<file path="src/rtl/regfile_wb_arbiter.sv">
// -----------------------------------------------------------------------------
// regfile_wb_arbiter
//
// Shares the register file's single write port between two writeback sources:
//   A - single-cycle ALU result path. It has fixed priority.
//   B - multi-cycle load/mul unit. A starvation counter forces one B grant
//       after MAX_WAIT stalled cycles.
// A winning transfer is registered onto the write port one cycle later.
//
// Ports
//   clk, rst_n              rising-edge clock, async active-low reset
//   a_valid/a_ready         A handshake (ready is combinational)
//   a_addr/a_data           A destination register and write data
//   b_valid/b_ready         B handshake (ready is combinational)
//   b_addr/b_data           B destination register and write data
//   rf_we/rf_waddr/rf_wdata registered register-file write port
//   b_forced                registered 1-cycle pulse: the last write was a
//                           starvation-forced B grant
// -----------------------------------------------------------------------------
module regfile_wb_arbiter #(
  parameter int DATA_W   = 32,
  parameter int ADDR_W   = 5,
  parameter int MAX_WAIT = 4    // legal range 1..15
) (
  input  logic              clk,
  input  logic              rst_n,
  input  logic              a_valid,
  output logic              a_ready,
  input  logic [ADDR_W-1:0] a_addr,
  input  logic [DATA_W-1:0] a_data,
  input  logic              b_valid,
  output logic              b_ready,
  input  logic [ADDR_W-1:0] b_addr,
  input  logic [DATA_W-1:0] b_data,
  output logic              rf_we,
  output logic [ADDR_W-1:0] rf_waddr,
  output logic [DATA_W-1:0] rf_wdata,
  output logic              b_forced
);

  typedef enum logic {
    NORMAL  = 1'b0,
    FORCE_B = 1'b1
  } state_t;

  localparam logic [3:0] WAIT_LIMIT = 4'(MAX_WAIT);

  state_t     state, state_next;
  logic [3:0] wait_cnt, wait_next;
  logic       a_xfer, b_xfer, b_stall;

  assign a_xfer  = a_valid && a_ready;
  assign b_xfer  = b_valid && b_ready;
  assign b_stall = b_valid && !b_ready;

  // ---------------------------------------------------------------------------
  // State register
  // ---------------------------------------------------------------------------
  // NOTE: sequential state is updated with non-blocking assignments so every
  // register samples the values from before the edge, whatever the order of
  // the statements.
  always_ff @(posedge clk or negedge rst_n) begin
    if (!rst_n) begin
      state    <= NORMAL;
      wait_cnt <= '0;
    end else begin
      state    <= state_next;
      wait_cnt <= wait_next;
    end
  end

  // ---------------------------------------------------------------------------
  // Next-state logic
  // ---------------------------------------------------------------------------
  // NOTE: every signal gets a default at the top of the block. A path that
  // leaves a signal unassigned would otherwise infer a latch.
  always_comb begin
    state_next = state;
    wait_next  = wait_cnt;

    // The counter counts stalled B cycles and saturates at 15.
    if (b_xfer) begin
      wait_next = '0;
    end else if (b_stall && (wait_cnt != 4'hF)) begin
      wait_next = wait_cnt + 4'd1;
    end

    unique case (state)
      NORMAL: begin
        // The forced grant is taken in the cycle after the limit is reached.
        if (b_stall && (wait_next >= WAIT_LIMIT)) begin
          state_next = FORCE_B;
        end
      end
      FORCE_B: begin
        // The state leaves on the forced transfer. It also leaves if B
        // withdrew its request, and then nothing is written.
        state_next = NORMAL;
        wait_next  = '0;
      end
      default: state_next = NORMAL;
    endcase
  end

  // ---------------------------------------------------------------------------
  // Output (ready) logic
  // ---------------------------------------------------------------------------
  always_comb begin
    a_ready = 1'b1;
    b_ready = !a_valid;
    if (state == FORCE_B) begin
      a_ready = 1'b0;
      b_ready = 1'b1;
    end
  end

  // ---------------------------------------------------------------------------
  // Registered write port. Register 0 still loads addr/data but never writes.
  // ---------------------------------------------------------------------------
  always_ff @(posedge clk or negedge rst_n) begin
    if (!rst_n) begin
      rf_we    <= 1'b0;
      rf_waddr <= '0;
      rf_wdata <= '0;
      b_forced <= 1'b0;
    end else begin
      rf_we    <= 1'b0;
      b_forced <= 1'b0;
      if (a_xfer) begin
        rf_we    <= (a_addr != '0);
        rf_waddr <= a_addr;
        rf_wdata <= a_data;
      end else if (b_xfer) begin
        rf_we    <= (b_addr != '0);
        rf_waddr <= b_addr;
        rf_wdata <= b_data;
        b_forced <= (state == FORCE_B);
      end
    end
  end

endmodule
</file>
<file path="config.mk">
export PLATFORM = sky130hd
export DESIGN_NAME = regfile_wb_arbiter
export DESIGN_NICKNAME = d
export VERILOG_FILES = /design/src/rtl/regfile_wb_arbiter.sv
export SDC_FILE = /design/constraint.sdc
export NUM_CORES = 1
export LEC_CHECK = 0
export ABC_CLOCK_PERIOD_IN_PS = 1700
export CORE_AREA = 2 2 81 83
export CTS_CLUSTER_SIZE = 8
export DETAILED_ROUTE_END_ITERATION = 6
export DIE_AREA = 0 0 83 85
export GPL_ROUTABILITY_DRIVEN = 0
export MAX_ROUTING_LAYER = met4
export PLACE_DENSITY = 0.8
export SLEW_MARGIN = 20
export SYNTH_ARGS = -nofsm -noshare
export SYNTH_HDL_FRONTEND = slang
export SYNTH_SLANG_ARGS = --single-unit
</file>
<file path="constraint.sdc">
create_clock -name clk -period 1.7 [get_ports clk]
set_clock_uncertainty 0.2 [all_clocks]
set_input_delay 0.51 -clock clk [delete_from_list [all_inputs] [get_ports clk]]
set_output_delay 0.51 -clock clk [all_outputs]
set_load 0.01 [all_outputs]
</file>
Yosys cells after proc, flatten, opt, wreduce, memory -nomap -nowiden
Index checks and enable logic that the tools add are counted.
Operators by class
  $add $sub $neg: 1
  order comparisons: 1
  equality and inequality tests: 1
  muxes and demuxes: 15
  bitwise logic cells: 1
  reduce and logical (&&, ||, !) cells: 10
Operator list (count)
  two-way mux 32 bit: 2
  two-way mux 4 bit: 3
  two-way mux 5 bit: 2
  nonzero test 5 bit: 2
  two-way mux 1 bit: 7
  logical AND 1 bit: 5
  adder 4 x 1 -> 4 bit (second input constant): 1
  >= comparator 4 x 3 -> 1 bit (second input constant): 1
  != test 4 bit (second input constant): 1
  logical NOT 1 bit: 2
  case mux 1 bit (2 select lines): 1
  nonzero test 2 bit: 1
  NOT 1 bit: 1
Storage, ports and cells
  flip-flop bits (word level): 44
  output and inout port bits: 41

Logic depth before layout (Yosys ltp)
Gate-level depths: netlist of the first run.
  depth in word-level cells: 11
  gate-level depth with buffers: 5

Least setup slack after synthesis of the first run
No wires, ideal clock.
  kind: in2out
  from: in a_valid
  to: out b_ready
  data arrival time: 0.981 ns
  required time: 0.990 ns
  path slack: 0.009 ns
  stages: 4
  buffers on the path: 2
  cells stage by stage: and2b_4 buf_6 buf_6 inv_2
On the way
  cells in the longest elaborated chain, start to end: 2
RTL lines
  from (decl): RTL line 27  | input logic a_valid,
  logical NOT 1 bit: RTL line 110  | b_ready = !a_valid;
  two-way mux 1 bit: RTL line 111  | if (state == FORCE_B) begin
  to (decl): RTL line 32  | output logic b_ready,
Every way passes these cells.

Worst setup path after layout of the first run
  from: reg state
  to: out b_ready
On the way
  cells in the longest elaborated chain, start to end: 1
RTL lines
  from (decl): RTL line 48  | state_t state, state_next;
  from (signal assigned): RTL line 67  | state <= state_next;
  two-way mux 1 bit: RTL line 111
Every way passes these cells.

==> flow_metrics.py, run 1 <==
metrics = {
    "cells_and_area": {
        "drive_gt1_frac": 0.1064,
        "final_common_cell": "clkdlybuf4s50_1",
        "final_cell_mix": "70 x clkdlybuf4s50_1, 44 x dfrtp_1, 38 x nand2_1, 38 x o21ai_1, 37 x mux2i_1",
        "final_net_count": 407,
        "area_growth_pct": 69.10,
        "fill_cells": 553,
        "n_antenna_cell": 0,
    },
    "detailed_routing": {
        "avgRoutedWirePerCell_um": 13.64,
        "wirelength_met1_mm": 2.410,
        "top_layer": "met4",
        "detail_route.vias_per_cell": 4.759,
        "vias": 1932,
        "first_pass_iters": 4,
        "drt-total-wl_mm": 5.539,
        "drc": 0,
        "final_antenna_net_count": 0,
        "drtIter0Drc": 67,
        "wl_met2_mm": 2.737,
        "wl_met3_um": 316,
    },
    "clock_network": {
        "clk_pin_slew_ns": 0.08,
        "cts.sinks": 44,
        "cts_tree": "done",
        "cts_root_buf": "clkbuf_8",
        "cts_made_buffers": 5,
        "clock_latency_ns": 0.29,
        "cts-htree-levels": 2,
        "clockBufferDepth": 2,
    },
    "synthesis": {
        "synth-seq-area-share": 0.5260,
        "avgSynthCellArea_sq_um": 10.57,
        "yosys.area.top_type": "dfrtp_1",
        "synth_top_area_frac": 0.5260,
        "yosys_warnings": 0,
        "netlist_area_sq_mm": 0.002093,
        "synth_edf_count": 0,
        "synth_flop_cell": "dfrtp_1",
        "synth_nets": 277,
        "syn_inst": 198,
        "synth-seq-cells": 44,
        "ys_async_sr_fraction": 1.000,
        "yosys.cell_types.count": 27,
        "synthTopCellsByArea": "dfrtp_1 53%, mux2i_1 18%, o21ai_1 9.6%",
    },
    "critical_path": {
        "rrSetupSlack_ns": 0.08,
        "critPathBufInv": 2,
        "worst_setup_path_end_kind": "primary output",
        "r2r-start": "wait_cnt[0]",
        "crit_path_start_kind": "register",
        "startpoint": "state",
        "path_cells": "and2b_4, inv_2, buf_6",
        "worst_path_max_delay_cell": "dfrtp_1",
        "critical_path_class": "reg -> out",
        "required_ns": 0.99,
        "crit_path_max_incr_delay_ns": 0.38,
        "crit_family": "flip-flops",
        "r2r-end": "wait_cnt[3]",
        "reg2reg_depth": 4,
        "arrival_ns": 1.07,
        "crit_fanout": 2,
    },
    "floorplan": {
        "ioPinCount": 119,
        "die_w_um": 83,
        "start_util": 0.3374,
        "coreArea_sq_mm": 0.006205,
        "rows": 29,
        "fp.dieH_um": 85,
        "dieArea_sq_mm": 0.007055,
    },
    "run_status": {
        "status": "finished, violations left",
        "violations": "setup timing",
    },
    "flow_run": {
        "drv_cap": 0,
    },
    "placed_design": {
        "dp_slack_ns": -0.6979,
        "io_buffers": 118,
        "dp_hpwl_mm": 3.973,
    },
    "global_routing": {
        "grt_max_degree": 77,
        "grt_pass1_wl_mm": 9.163,
        "grt-ovfl-total": 0,
        "grt_antenna_before_repair": 0,
        "grt_pass1_vias": 2032,
        "track_usage": 0.1620,
    },
    "min_path": {
        "hold-path-endpoint": "rf_waddr[4]",
        "hold_path_class": "in -> reg",
        "hold-path-cell-count": 3,
        "holdCritStartpoint": "a_addr[4]",
    },
    "timing": {
        "setup_viol": 2,
        "finalMaxSlewViolations": 0,
        "fin_hold_ws_ns": 0.2919,
        "rsz0062_at_grt": "yes",
        "period_share": 1.048,
        "min_period_ns": 1.782,
        "worst_slew_pin_slew_ns": 0.4331,
        "setup_slack_ns": -0.08240,
        "slew-limit-headroom": 0.7113,
        "fmax_ghz": 0.5610,
        "hold_viol_final": 0,
    },
    "power_and_ir_drop": {
        "leakage_nw": 1.663,
        "vdd_drop_max_mv": 0.4235,
        "p_per_area_mw_per_mm2": 792.2,
    },
}
## registers in the layout, indices dropped and copies added, names as in the netlist
signal and cells:
rf_wdata 32, rf_waddr 5, wait_cnt 4, b_forced 1, rf_we 1, state 1
## layout make-up
class,instances,area (sq um),share of cell area
Clock buffer,8,90.09,0.02545
Multi-Input combinational cell,138,902.1,0.2549
Tap cell,77,96.34,0.02722
Inverter,3,13.76,0.003888
Timing Repair Buffer,136,1336,0.3775
Sequential cell,44,1101,0.3111
## routing by layer
layer  GRT usage  vias up
met4     0.04918        0
met1      0.1957      900
met3     0.04183        7
met5           -        -
li1            -      951
met2      0.2683       74
## stage by stage
step / setup TNS, ns / instance area (sq um) / power [mW] / instances / utilization
2_1_floorplan: 0 / 2093 / 1.658 / 198 / -
3_3_place_gp: -21.18 / 3378 / 2.161 / 391 / 0.5445
3_5_place_dp: -22.27 / 3378 / 2.192 / 391 / 0.5445
4_1_cts: -0.1044 / 3436 / 2.793 / 400 / 0.5537
5_1_grt: -0.2085 / 3540 / 2.962 / 406 / 0.5705
6_report: -0.1414 / 3540 / 2.804 / 406 / 0.5705
## cell families (layout without fill, tap and decap cells)
kind of cell	after synthesis	after routing	synth area share
adders and majority gates	1	1	0.005976
buffers and inverters	16	147	0.05439
xor gates and xnor gates	1	1	0.004185
muxes	37	37	0.1769
AOI/OAI and AO/OA	49	49	0.1261
and+or+nand+nor	50	50	0.1064
DFF	44	44	0.5260
## worst register-to-register path, cell delays in order (launching register included)
cell and delay (ns):
dfrtp_1 0.44, ha_1 0.26, and3_1 0.25, o311ai_1 0.28
nor2_1 0.08
## report_power, final
part	leakage (nW)	total [mW]	internal, mW	switching [mW]
clock network	0.0455	0.676	0.332	0.344
logic	1.08	0.852	0.486	0.366
registers	0.538	1.28	1.19	0.0891
## worst max path at each step
stage               endpoint  slack [ns]  depth (start not counted)
CTS                  b_ready       -0.10                          3
detailed placement   b_ready       -0.70                          4
global route         b_ready       -0.11                          3
global placement     b_ready       -0.70                          4
floorplan            b_ready       0.009                          4
finish               b_ready       -0.08                          3
## Yosys cell counts, types with 2 or more instances
cell       number
a21oi_1         2
and3_1          2
buf_2           4
buf_4           3
buf_6           4
clkbuf_4        2
dfrtp_1        44
inv_1           2
mux2i_1        37
nand2_1        38
nor2_1          2
o2111ai_1       2
o21ai_1        40
o31ai_1         2
or4_1           2
## what timing repair did
item / in CTS / in global routing
hold endpoints to repair: 44 / 0
hold buffers: 1 / 0
gates resized for setup: 55 / 29
endpoints found under the setup margin: 79 / 27
pin swaps: 2 / 3
buffers inserted: 0 / 6
No activity file was read; power rests on OpenSTA's default activity.
==> run 2: changes to the inputs <==
- CORE_AREA: 2 2 81 83 -> 2 2 78 80
- DIE_AREA: 0 0 83 85 -> 0 0 80 82
- PLACE_DENSITY: 0.8 -> 0.85
==> flow_metrics.py, run 2 (synthesized netlist as in run 1, its figures left out) <==
metrics = {
    "floorplan": {
        "dieArea_sq_mm": 0.006560,
        "fp.dieH_um": 82,
        "coreArea_sq_mm": 0.005746,
        "start_util": 0.3643,
        "ioPinCount": 119,
        "rows": 28,
        "die_w_um": 80,
    },
    "cells_and_area": {
        "final_net_count": 406,
        "multi_input_area_sq_um": 885.9,
        "fill_cells": 498,
        "area_growth_pct": 69.40,
        "final_cell_mix": "68 x clkdlybuf4s50_1, 44 x dfrtp_1, 39 x o21ai_1",
        "largest_reg_flops": 32,
        "postLayoutCoreUtil": 0.6172,
        "fin_area_sq_mm": 0.003546,
        "reg.largest.list": "rf_wdata x32, rf_waddr x5, wait_cnt x4",
        "seqCellArea_sq_mm": 0.001101,
        "n_antenna_cell": 0,
        "final_common_cell": "clkdlybuf4s50_1",
        "regMostFlops": "rf_wdata",
        "drive_gt1_frac": 0.1037,
        "fin_cells": 403,
    },
    "critical_path": {
        "path_cells": "dlygate4sd2_1, and2b_4, inv_2, buf_6",
        "worst_setup_path_end_kind": "primary output",
        "crit_path_max_incr_delay_ns": 0.24,
        "arrival_ns": 1.07,
        "critical_path_class": "in -> out",
        "crit_path_start_kind": "primary input",
        "crit_family": "buffers and inverters",
        "worst_path_max_delay_cell": "dlygate4sd2_1",
        "required_ns": 0.99,
        "crit_fanout": 2,
        "critPathBufInv": 3,
    },
    "clock_network": {
        "cts-htree-levels": 2,
        "cts_root_buf": "clkbuf_8",
        "clk_pin_slew_ns": 0.09,
        "cts.sinks": 44,
        "cts_made_buffers": 5,
        "clock_latency_ns": 0.29,
        "cts_tree": "done",
        "clockBufferDepth": 2,
    },
    "detailed_routing": {
        "drtIter0Drc": 56,
        "detail_route.vias_per_cell": 4.774,
        "drt-total-wl_mm": 5.750,
        "drc": 0,
        "vias": 1924,
        "avgRoutedWirePerCell_um": 14.27,
        "final_antenna_net_count": 0,
        "first_pass_iters": 4,
    },
    "timing": {
        "fin_hold_ws_ns": 0.2600,
        "worst_slew_pin_slew_ns": 0.4846,
        "hold_viol_final": 0,
        "setup_viol": 1,
        "fmax_ghz": 0.5634,
        "finalMaxSlewViolations": 0,
        "slew-limit-headroom": 0.6769,
        "fin_setup_tns_ns": -0.07507,
        "min_period_ns": 1.775,
        "period_share": 1.044,
        "setup_slack_ns": -0.07507,
        "rsz0062_at_grt": "yes",
    },
    "global_routing": {
        "grt_pass1_wl_mm": 8.659,
        "grt_antenna_before_repair": 0,
        "grt-ovfl-total": 0,
        "grt_max_degree": 77,
        "track_usage": 0.1737,
        "grt_pass1_vias": 1883,
    },
    "placed_design": {
        "dp_cells": 386,
        "placed_area_sq_mm": 0.003341,
        "dp_hpwl_mm": 4.238,
        "io_buffers": 118,
        "dp_slack_ns": -0.6992,
    },
    "flow_run": {
        "drv_cap": 0,
    },
    "power_and_ir_drop": {
        "clkPwrFrac": 0.278,
        "power_mw": 2.942,
        "switching_share": 0.2814,
        "p_per_area_mw_per_mm2": 829.8,
        "switchingPower_mw": 0.8280,
        "p_int_mw": 2.114,
        "leakage_nw": 1.670,
        "vdd_drop_max_mv": 0.4256,
        "combinationalPowerShare": 0.289,
        "seq_power_share": 0.433,
    },
    "min_path": {
        "hold_path_class": "in -> reg",
    },
    "run_status": {
        "violations": "setup timing",
        "status": "finished, violations left",
    },
}
## run 2: cell count changes in the layout (fill, tap and decap cells not counted), moves of 2 or more
cell and delta:
clkbuf_1 -2, clkdlybuf4s15_1 +11, dlymetal6s2s_1 +4, clkbuf_8 -2, dlygate4sd2_1 -13, clkdlybuf4s50_1 -2
## run 2: layout make-up
class / count / area share
inverter: 3 / 0.003881
timing repair buffer: 135 / 0.3769
multi-input combinational: 138 / 0.2498
tap: 75 / 0.02646
sequential: 44 / 0.3105
clock buffer: 5 / 0.01941
clock inverter: 3 / 0.01306
## run 2: worst min-delay path, delay by kind of cell
| kind | cells | cell delay [ns] |
|---|---|---|
| buf+inv | 1 | 0.10 |
| compound gates | 1 | 0.06 |
| simple gates | 1 | 0.05 |
## run 2: final timing paths
kind | start | endpoint | slack, ns | depth (start not counted)
min reg2reg | wait_cnt[0] | wait_cnt[0] | 0.35 | 1
max in group asynchronous | rst_n | rf_waddr[3] | 0.49 | 3
min | a_addr[1] | rf_waddr[1] | 0.26 | 3
min in group asynchronous | rst_n | rf_waddr[1] | 0.52 | 3
max reg2reg | state | wait_cnt[3] | 0.09 | 5
max | a_valid | b_ready | -0.08 | 4
## run 2: power by group through the flow
stage               registers, mW  logic [mW]  clock network (mW)
floorplan                    1.35       0.312                   0
global placement             1.29       0.857                   0
detailed placement           1.29       0.883                   0
CTS                          1.27       0.811               0.848
global route                 1.29       0.931               0.900
finish                       1.27       0.851               0.818
## run 2: routing by layer
| layer | track usage | part of all wire | up-vias |
|---|---|---|---|
| met4 | 0.03898 | 0.0087 | 0 |
| li1 | - | - | 950 |
| met3 | 0.04725 | 0.081 | 6 |
| met1 | 0.2022 | 0.41 | 885 |
| met5 | - | 0 | - |
| met2 | 0.3017 | 0.50 | 83 |
## run 2: repair_timing
item	4_1_cts	5_1_grt
hold endpoints to repair	19	0
gates resized for setup	54	38
hold buffers	1	0
buffers inserted	1	7
pin swaps	0	4
setup endpoints to repair	79	35
